File: src/rtl/ps2_key_receiver_pkg.sv
// rtl/ps2_key_receiver_pkg.sv - shared definitions: receiver FSM encodings, CPU opcodes, parity helper
package ps2_key_receiver_pkg;

  localparam logic [1:0] ST_IDLE   = 2'd0;
  localparam logic [1:0] ST_DATA   = 2'd1;
  localparam logic [1:0] ST_PARITY = 2'd2;
  localparam logic [1:0] ST_STOP   = 2'd3;

  localparam logic [5:0] OP_NOP     = 6'h00;
  localparam logic [5:0] OP_READKEY = 6'h2A;

  // PS/2 frames carry odd parity over the eight data bits plus the parity bit
  function automatic logic odd_parity_ok(input logic [7:0] data, input logic parity);
    return ^{data, parity};
  endfunction

endpackage

File: src/rtl/ps2_key_receiver_if.sv
// rtl/ps2_key_receiver_if.sv - pin, CPU read and status signals of the PS/2 key receiver
interface ps2_key_receiver_if;
  logic       iPS2Clock;
  logic       iPS2Data;
  logic       iRead;
  logic       iClearErrors;
  logic [7:0] oKeyCode;
  logic       oValid;
  logic       oParityError;
  logic       oFrameError;
  logic       oOverflow;

  modport master (
    output iPS2Clock, iPS2Data, iRead, iClearErrors,
    input  oKeyCode, oValid, oParityError, oFrameError, oOverflow
  );

  modport slave (
    input  iPS2Clock, iPS2Data, iRead, iClearErrors,
    output oKeyCode, oValid, oParityError, oFrameError, oOverflow
  );
endinterface

File: src/rtl/ps2_byte_fifo.sv
// rtl/ps2_byte_fifo.sv - show-ahead byte FIFO; head reads 8'h00 while empty
module ps2_byte_fifo #(
  parameter int DEPTH = 4
) (
  input  logic       i_clk,
  input  logic       i_rst,
  input  logic       i_push,
  input  logic [7:0] i_data,
  input  logic       i_pop,
  output logic       o_full,
  output logic       o_empty,
  output logic [7:0] o_head
);
  localparam int AW = (DEPTH > 1) ? $clog2(DEPTH) : 1;
  localparam logic [AW:0] FULL_CNT = (AW+1)'(DEPTH);

  logic [7:0]    r_mem [DEPTH];
  logic [AW-1:0] r_wr_ptr;
  logic [AW-1:0] r_rd_ptr;
  logic [AW:0]   r_count;
  logic          w_push;
  logic          w_pop;

  // a pop frees the slot the pointer-aligned push writes into when full
  assign w_pop  = i_pop & ~o_empty;
  assign w_push = i_push & (~o_full | w_pop);

  always_ff @(posedge i_clk) begin
    if (w_push) r_mem[r_wr_ptr] <= i_data;
  end

  always_ff @(posedge i_clk) begin
    if (i_rst) begin
      r_wr_ptr <= '0;
      r_rd_ptr <= '0;
      r_count  <= '0;
    end else begin
      if (w_push) r_wr_ptr <= r_wr_ptr + 1'b1;
      if (w_pop)  r_rd_ptr <= r_rd_ptr + 1'b1;
      case ({w_push, w_pop})
        2'b10:   r_count <= r_count + 1'b1;
        2'b01:   r_count <= r_count - 1'b1;
        default: r_count <= r_count;
      endcase
    end
  end

  assign o_full  = (r_count == FULL_CNT);
  assign o_empty = (r_count == '0);
  assign o_head  = o_empty ? 8'h00 : r_mem[r_rd_ptr];
endmodule

File: src/rtl/ps2_key_receiver.sv
// rtl/ps2_key_receiver.sv - PS/2 keyboard frame receiver with key code FIFO and sticky error flags
module ps2_key_receiver #(
  parameter int FIFO_DEPTH     = 4,
  parameter int TIMEOUT_CYCLES = 50000
) (
  input logic              Clock,
  input logic              Reset,
  ps2_key_receiver_if.slave io_ps2
);
  import ps2_key_receiver_pkg::*;

  localparam int CW = $clog2(TIMEOUT_CYCLES + 1);
  localparam logic [CW-1:0] TO_LAST = CW'(TIMEOUT_CYCLES - 1);

  logic          r_ps2c_meta, r_ps2c_sync, r_ps2c_prev;
  logic          r_ps2d_meta, r_ps2d_sync;
  logic [1:0]    r_state;
  logic [2:0]    r_bit_cnt;
  logic [7:0]    r_shift;
  logic          r_parity;
  logic [CW-1:0] r_idle_cnt;
  logic          r_parity_err, r_frame_err, r_overflow;

  logic w_fall, w_stop_edge, w_par_ok, w_timeout;
  logic w_push, w_full, w_empty;
  logic w_par_evt, w_frame_evt, w_ovf_evt;

  assign w_fall      = r_ps2c_prev & ~r_ps2c_sync;
  assign w_stop_edge = (r_state == ST_STOP) & w_fall;
  assign w_par_ok    = odd_parity_ok(r_shift, r_parity);
  assign w_timeout   = (r_state != ST_IDLE) & ~w_fall & (r_idle_cnt == TO_LAST);

  // parity failure masks a bad stop bit so only one flag reports the frame
  assign w_push      = w_stop_edge & w_par_ok & r_ps2d_sync;
  assign w_par_evt   = w_stop_edge & ~w_par_ok;
  assign w_frame_evt = w_timeout | (w_stop_edge & w_par_ok & ~r_ps2d_sync);
  assign w_ovf_evt   = w_push & w_full & ~io_ps2.iRead;

  always_ff @(posedge Clock) begin
    if (Reset) begin
      r_ps2c_meta  <= 1'b1;
      r_ps2c_sync  <= 1'b1;
      r_ps2c_prev  <= 1'b1;
      r_ps2d_meta  <= 1'b1;
      r_ps2d_sync  <= 1'b1;
      r_state      <= ST_IDLE;
      r_bit_cnt    <= '0;
      r_shift      <= '0;
      r_parity     <= 1'b0;
      r_idle_cnt   <= '0;
      r_parity_err <= 1'b0;
      r_frame_err  <= 1'b0;
      r_overflow   <= 1'b0;
    end else begin
      r_ps2c_meta <= io_ps2.iPS2Clock;
      r_ps2c_sync <= r_ps2c_meta;
      r_ps2c_prev <= r_ps2c_sync;
      r_ps2d_meta <= io_ps2.iPS2Data;
      r_ps2d_sync <= r_ps2d_meta;

      case (r_state)
        ST_IDLE: if (w_fall && !r_ps2d_sync) begin
          r_state   <= ST_DATA;
          r_bit_cnt <= '0;
        end
        ST_DATA: if (w_fall) begin
          r_shift   <= {r_ps2d_sync, r_shift[7:1]};
          r_bit_cnt <= r_bit_cnt + 3'd1;
          if (r_bit_cnt == 3'd7) r_state <= ST_PARITY;
        end
        ST_PARITY: if (w_fall) begin
          r_parity <= r_ps2d_sync;
          r_state  <= ST_STOP;
        end
        default: if (w_fall) r_state <= ST_IDLE;
      endcase

      if (r_state == ST_IDLE || w_fall || w_timeout) r_idle_cnt <= '0;
      else                                          r_idle_cnt <= r_idle_cnt + 1'b1;

      if (w_timeout) begin
        r_state   <= ST_IDLE;
        r_bit_cnt <= '0;
        r_shift   <= '0;
      end

      if (w_par_evt)                r_parity_err <= 1'b1;
      else if (io_ps2.iClearErrors) r_parity_err <= 1'b0;
      if (w_frame_evt)              r_frame_err  <= 1'b1;
      else if (io_ps2.iClearErrors) r_frame_err  <= 1'b0;
      if (w_ovf_evt)                r_overflow   <= 1'b1;
      else if (io_ps2.iClearErrors) r_overflow   <= 1'b0;
    end
  end

  ps2_byte_fifo #(.DEPTH(FIFO_DEPTH)) u_fifo (
    .i_clk   (Clock),
    .i_rst   (Reset),
    .i_push  (w_push),
    .i_data  (r_shift),
    .i_pop   (io_ps2.iRead),
    .o_full  (w_full),
    .o_empty (w_empty),
    .o_head  (io_ps2.oKeyCode)
  );

  assign io_ps2.oValid       = ~w_empty;
  assign io_ps2.oParityError = r_parity_err;
  assign io_ps2.oFrameError  = r_frame_err;
  assign io_ps2.oOverflow    = r_overflow;
endmodule

File: src/flat_wrapper.sv
// flat-port wrapper written by rule: the top's interface ports become plain ports
module ps2_key_receiver_flat import ps2_key_receiver_pkg::*;
#(
  parameter int FIFO_DEPTH     = 4,
  parameter int TIMEOUT_CYCLES = 50000
)
  (Clock, Reset, io_ps2_iPS2Clock, io_ps2_iPS2Data, io_ps2_iRead, io_ps2_iClearErrors, io_ps2_oKeyCode, io_ps2_oValid, io_ps2_oParityError, io_ps2_oFrameError, io_ps2_oOverflow);
  ps2_key_receiver_if io_ps2_i ();
  input logic Clock;
  input logic Reset;
  input wire logic [$bits(io_ps2_i.iPS2Clock)-1:0] io_ps2_iPS2Clock;
  input wire logic [$bits(io_ps2_i.iPS2Data)-1:0] io_ps2_iPS2Data;
  input wire logic [$bits(io_ps2_i.iRead)-1:0] io_ps2_iRead;
  input wire logic [$bits(io_ps2_i.iClearErrors)-1:0] io_ps2_iClearErrors;
  output wire logic [$bits(io_ps2_i.oKeyCode)-1:0] io_ps2_oKeyCode;
  output wire logic [$bits(io_ps2_i.oValid)-1:0] io_ps2_oValid;
  output wire logic [$bits(io_ps2_i.oParityError)-1:0] io_ps2_oParityError;
  output wire logic [$bits(io_ps2_i.oFrameError)-1:0] io_ps2_oFrameError;
  output wire logic [$bits(io_ps2_i.oOverflow)-1:0] io_ps2_oOverflow;
  assign io_ps2_i.iPS2Clock = io_ps2_iPS2Clock;
  assign io_ps2_i.iPS2Data = io_ps2_iPS2Data;
  assign io_ps2_i.iRead = io_ps2_iRead;
  assign io_ps2_i.iClearErrors = io_ps2_iClearErrors;
  assign io_ps2_oKeyCode = io_ps2_i.oKeyCode;
  assign io_ps2_oValid = io_ps2_i.oValid;
  assign io_ps2_oParityError = io_ps2_i.oParityError;
  assign io_ps2_oFrameError = io_ps2_i.oFrameError;
  assign io_ps2_oOverflow = io_ps2_i.oOverflow;
  ps2_key_receiver #(.FIFO_DEPTH(FIFO_DEPTH), .TIMEOUT_CYCLES(TIMEOUT_CYCLES)) u_core (.Clock(Clock), .Reset(Reset), .io_ps2(io_ps2_i));
endmodule
File: config.mk
export PLATFORM = sky130hd
export DESIGN_NAME = ps2_key_receiver_flat
export DESIGN_NICKNAME = d
export VERILOG_FILES = /design/src/rtl/ps2_key_receiver_pkg.sv /design/src/rtl/ps2_key_receiver_if.sv /design/src/rtl/ps2_byte_fifo.sv /design/src/rtl/ps2_key_receiver.sv /design/src/flat_wrapper.sv
export SDC_FILE = /design/constraint.sdc
export NUM_CORES = 1
export LEC_CHECK = 0
export BUFFER_PORTS_ARGS = -buffer_cell sky130_fd_sc_hd__buf_2
export CORE_MARGIN = 2
export CORE_UTILIZATION = 57
export CTS_BUF_LIST = sky130_fd_sc_hd__clkbuf_4
export DETAILED_ROUTE_END_ITERATION = 6
export PLACE_DENSITY = 0.81
export SLEW_MARGIN = 20
export SYNTH_ARGS = -nofsm -noshare
export SYNTH_HDL_FRONTEND = slang
export SYNTH_SLANG_ARGS = --single-unit
File: constraint.sdc
create_clock -name Clock -period 2.7 [get_ports Clock]
set_clock_uncertainty 0.2 [all_clocks]
set_input_delay 0 -clock Clock [delete_from_list [all_inputs] [get_ports Clock]]
set_output_delay 0 -clock Clock [all_outputs]
set_load 0.01 [all_outputs]
==> out/qor.txt <==
initial core utilization - 58.58%
worst skew pair latency - 0.41 ns
Total GRT Usage - 19.03%
worst-path cell chain - xor2_2 -> xnor3_2 -> mux2_4 -> nor2b_1 -> fa_2 -> and2_4 -> a22oi_2 -> mux2_4
Hold WS - 0.2230 ns
Multi-input gate area - 1481 sq um
fin crit share - 99.26%
P_sw - 0.0003895 W
max-slew violations - 0
largest family of logic cells by synthesized area - simple AND/OR/NAND/NOR gates
Avg Cell Area, Syn - 11.90 sq um
maximum vdd drop - 0.3026 mV
Post-Syn Area - 3427 sq um
pwr/cell area - 495.3 nW/um^2
Wirelength per Cell - 13.74 um
combinational power share - 1.7%
Required @ worst endpoint - 2.81 ns
Post-Syn Nets - 306
Die X-Extent - 81.54 um
Initial DRC Count - 96
Seq/Total Area, Yosys - 55.49%
outcome - finished, final reports clean
# DRC - 0
placed cell count - 381
Slew @ Worst Pin - 0.5927 ns
Synth Instances - 288
Tmin final - 2.680 ns
synthesis-to-finish area growth - 13.98%
Leak - 1.440 nW
Final Hold Violating Endpoints - 0
EDFF count, synth - 32
Synth Area in Simple Gates - 17.82%
I/O pin count - 18
Hold Crit Class - flip-flop to flip-flop
Post-DP HPWL - 3957 um
adder-cell share of the synthesized area - 4.600%
CP top delay family - multiplexers
FF+latch area - 1907 sq um
Num CTS Buffers - 9
Antenna Cells - 0
most common cell after layout, fill and taps aside - dfxtp_1
final net count - 344
share of layout cells above drive strength 1 - 23.26%
clock root buffer - clkbuf_4
initial antenna violation count - 0
largest net degree at the start of global routing - 23
first-pass GRT wire length - 9487 um
htree depth - 3
Tot Pwr - 0.001935 W
crit path kind - flip-flop to flip-flop
FFs w/ async S/R, synth - 0%
Slew HR - 60.12%
unrepaired setup endpoints after global routing - yes
router iterations before antenna repair - 4
DIE HEIGHT - 81.54 um
crit path max-delay cell type - xnor3_2
max frequency - 0.3731 GHz
Synthesis Warnings - 0
Sw Ratio - 20.13%
area share of the largest cell type after synthesis - 28.04%
XOR/XNOR Fraction of Synth Area - 7.411%
die area - 6649 sq um
Port Buffers - 17
vias in the first global route - 2091
clock sink total - 79
Clock Tree Buf Depth - 2
CP Capture Type - flip-flop
multiplexer share of the synthesized area - 9.639%
top post-synthesis cells by area - edfxtp_1 28%, dfxtp_1 27%, mux4_2 5.3%
Main synth FF type - dfxtp_1
commonest non-fill, non-tap cells in the layout - 43 x dfxtp_1, 33 x nor2_1, 32 x edfxtp_1, 23 x nand2_1, 19 x nand3_1
RePlAce Congestion - 0.7541
Buf+Inv Stages, Crit Path - 0
CP max stage delay - 0.45 ns
Yosys reg bits - 79
synth unique cells - 42
CTS tree - done
remaining global-route overflow - 0
top cell type by total area after synthesis - edfxtp_1
Fin Setup TNS - 0 ns
# fillers - 425
Clk pwr share - 34.5%
Worst Path Max Fanout - 2
endpoints failing setup - 0
Cell Int Power - 0.001545 W
CTS clock-pin slew for the worst setup and hold paths - 0.11 ns
cell repeated most along the worst path - mux2_4
maxcap violations - 0
post-synthesis compound-gate area fraction - 2.957%
total core area - 5851 sq um
via/cell ratio - 5.271
final WL - 5579 um
Worst Setup Start Kind - flip-flop
Flop pwr share - 63.9%
WP data arrival - 2.79 ns
# rows - 28
Routed Antenna Nets - 0
final non-filler cell total - 406
DR vias - 2140
-- repair_timing --
action                                 4_1_cts  5_1_grt
endpoints found under the hold margin       18        0
pin swaps                                    2        1
setup endpoints to repair                    1        1
hold buffers                                 9        0
gates resized for setup                      5        1
setup buffers                                0        0
-- registers in the layout, summed over array words and instances, names as in the netlist, 2 cells and up, named ones only --
| signal | cells |
|---|---|
| u_core.u_fifo.r_mem | 32 |
| u_core.r_idle_cnt | 16 |
| u_core.r_shift | 8 |
| u_core.r_bit_cnt | 3 |
| u_core.u_fifo.r_count | 3 |
| u_core.r_state | 2 |
| u_core.u_fifo.r_rd_ptr | 2 |
| u_core.u_fifo.r_wr_ptr | 2 |
-- power groups by stage --
stage,Combinational [W],Clock (W),Sequential (W)
2_1_floorplan,0.0000172,0,0.00126
3_3_place_gp,0.0000238,0,0.00126
3_5_place_dp,0.0000249,0,0.00126
4_1_cts,0.0000326,0.000681,0.00124
5_1_grt,0.0000359,0.000723,0.00124
6_report,0.0000324,0.000667,0.00124
-- final timing paths --
path	cells after the start	from	to	slack (ns)
worst max-delay path	8	u_core.r_shift[4]	u_core.u_fifo.r_count[2]	0.02
worst min-delay path	1	u_core.r_ps2c_meta	u_core.r_ps2c_sync	0.22
worst max register to register	8	u_core.r_shift[4]	u_core.u_fifo.r_count[2]	0.02
worst min register to register	1	u_core.r_ps2c_meta	u_core.r_ps2c_sync	0.22
-- worst register-to-register path, cell delays in order, from the launching register on --
cell and delay, ns:
dfxtp_2 0.37, xor2_2 0.15, xnor3_2 0.45, mux2_4 0.31
nor2b_1 0.14, fa_2 0.34, and2_4 0.14, a22oi_2 0.17
mux2_4 0.31
-- metal layers --
metal | wire length [um] | global-route usage, % | share of wire (%) | up-vias
li1 | - | - | - | 1076
met1 | 2653 | 24.37 | 48 | 1031
met2 | 2681 | 31.07 | 48 | 24
met3 | 142 | 4.066 | 2.5 | 9
met4 | 102 | 8.644 | 1.8 | 0
met5 | 0 | 0 | 0 | -
-- kinds of logic (layout without fill, tap and decap cells) --
family,count (synthesis),count (layout)
xor+xnor,24,24
buf+inv,18,61
simple gates,120,120
compound gates,16,16
flops,79,79
mux,19,19
fa+ha+maj,12,12
-- stage by stage --
| step | util (%) | setup slack (ns) | cell area [sq um] |
|---|---|---|---|
| 3_3_place_gp | 62.49 | 0.06912 | 3656 |
| 4_1_cts | 66.64 | 0.004514 | 3899 |
| 5_1_grt | 66.77 | -0.03623 | 3906 |
| 3_5_place_dp | 62.49 | -0.07339 | 3656 |
| 6_report | 66.77 | 0.01990 | 3906 |
| 2_1_floorplan | - | -0.01432 | 3432 |
-- synthesized netlist by cell type, types with 5 or more instances --
cell      count
a21oi_1      10
nand2_1      23
xor2_1       10
ha_1         11
xnor2_1      11
clkbuf_1      8
nand2b_1      5
dfxtp_1      47
nand3_1      19
mux4_2        8
or2_2         5
nor2_1       33
and2_1        9
mux2i_1       6
inv_1         7
edfxtp_1     32
-- layout make-up --
class / count / area share (%)
multi-input combinational: 191 / 37.92
sequential: 79 / 48.81
clock inverter: 5 / 1.281
timing repair buffer: 38 / 6.791
inverter: 7 / 0.6726
clock buffer: 11 / 2.114
tap: 75 / 2.402
(Power assumes the default switching activity.)
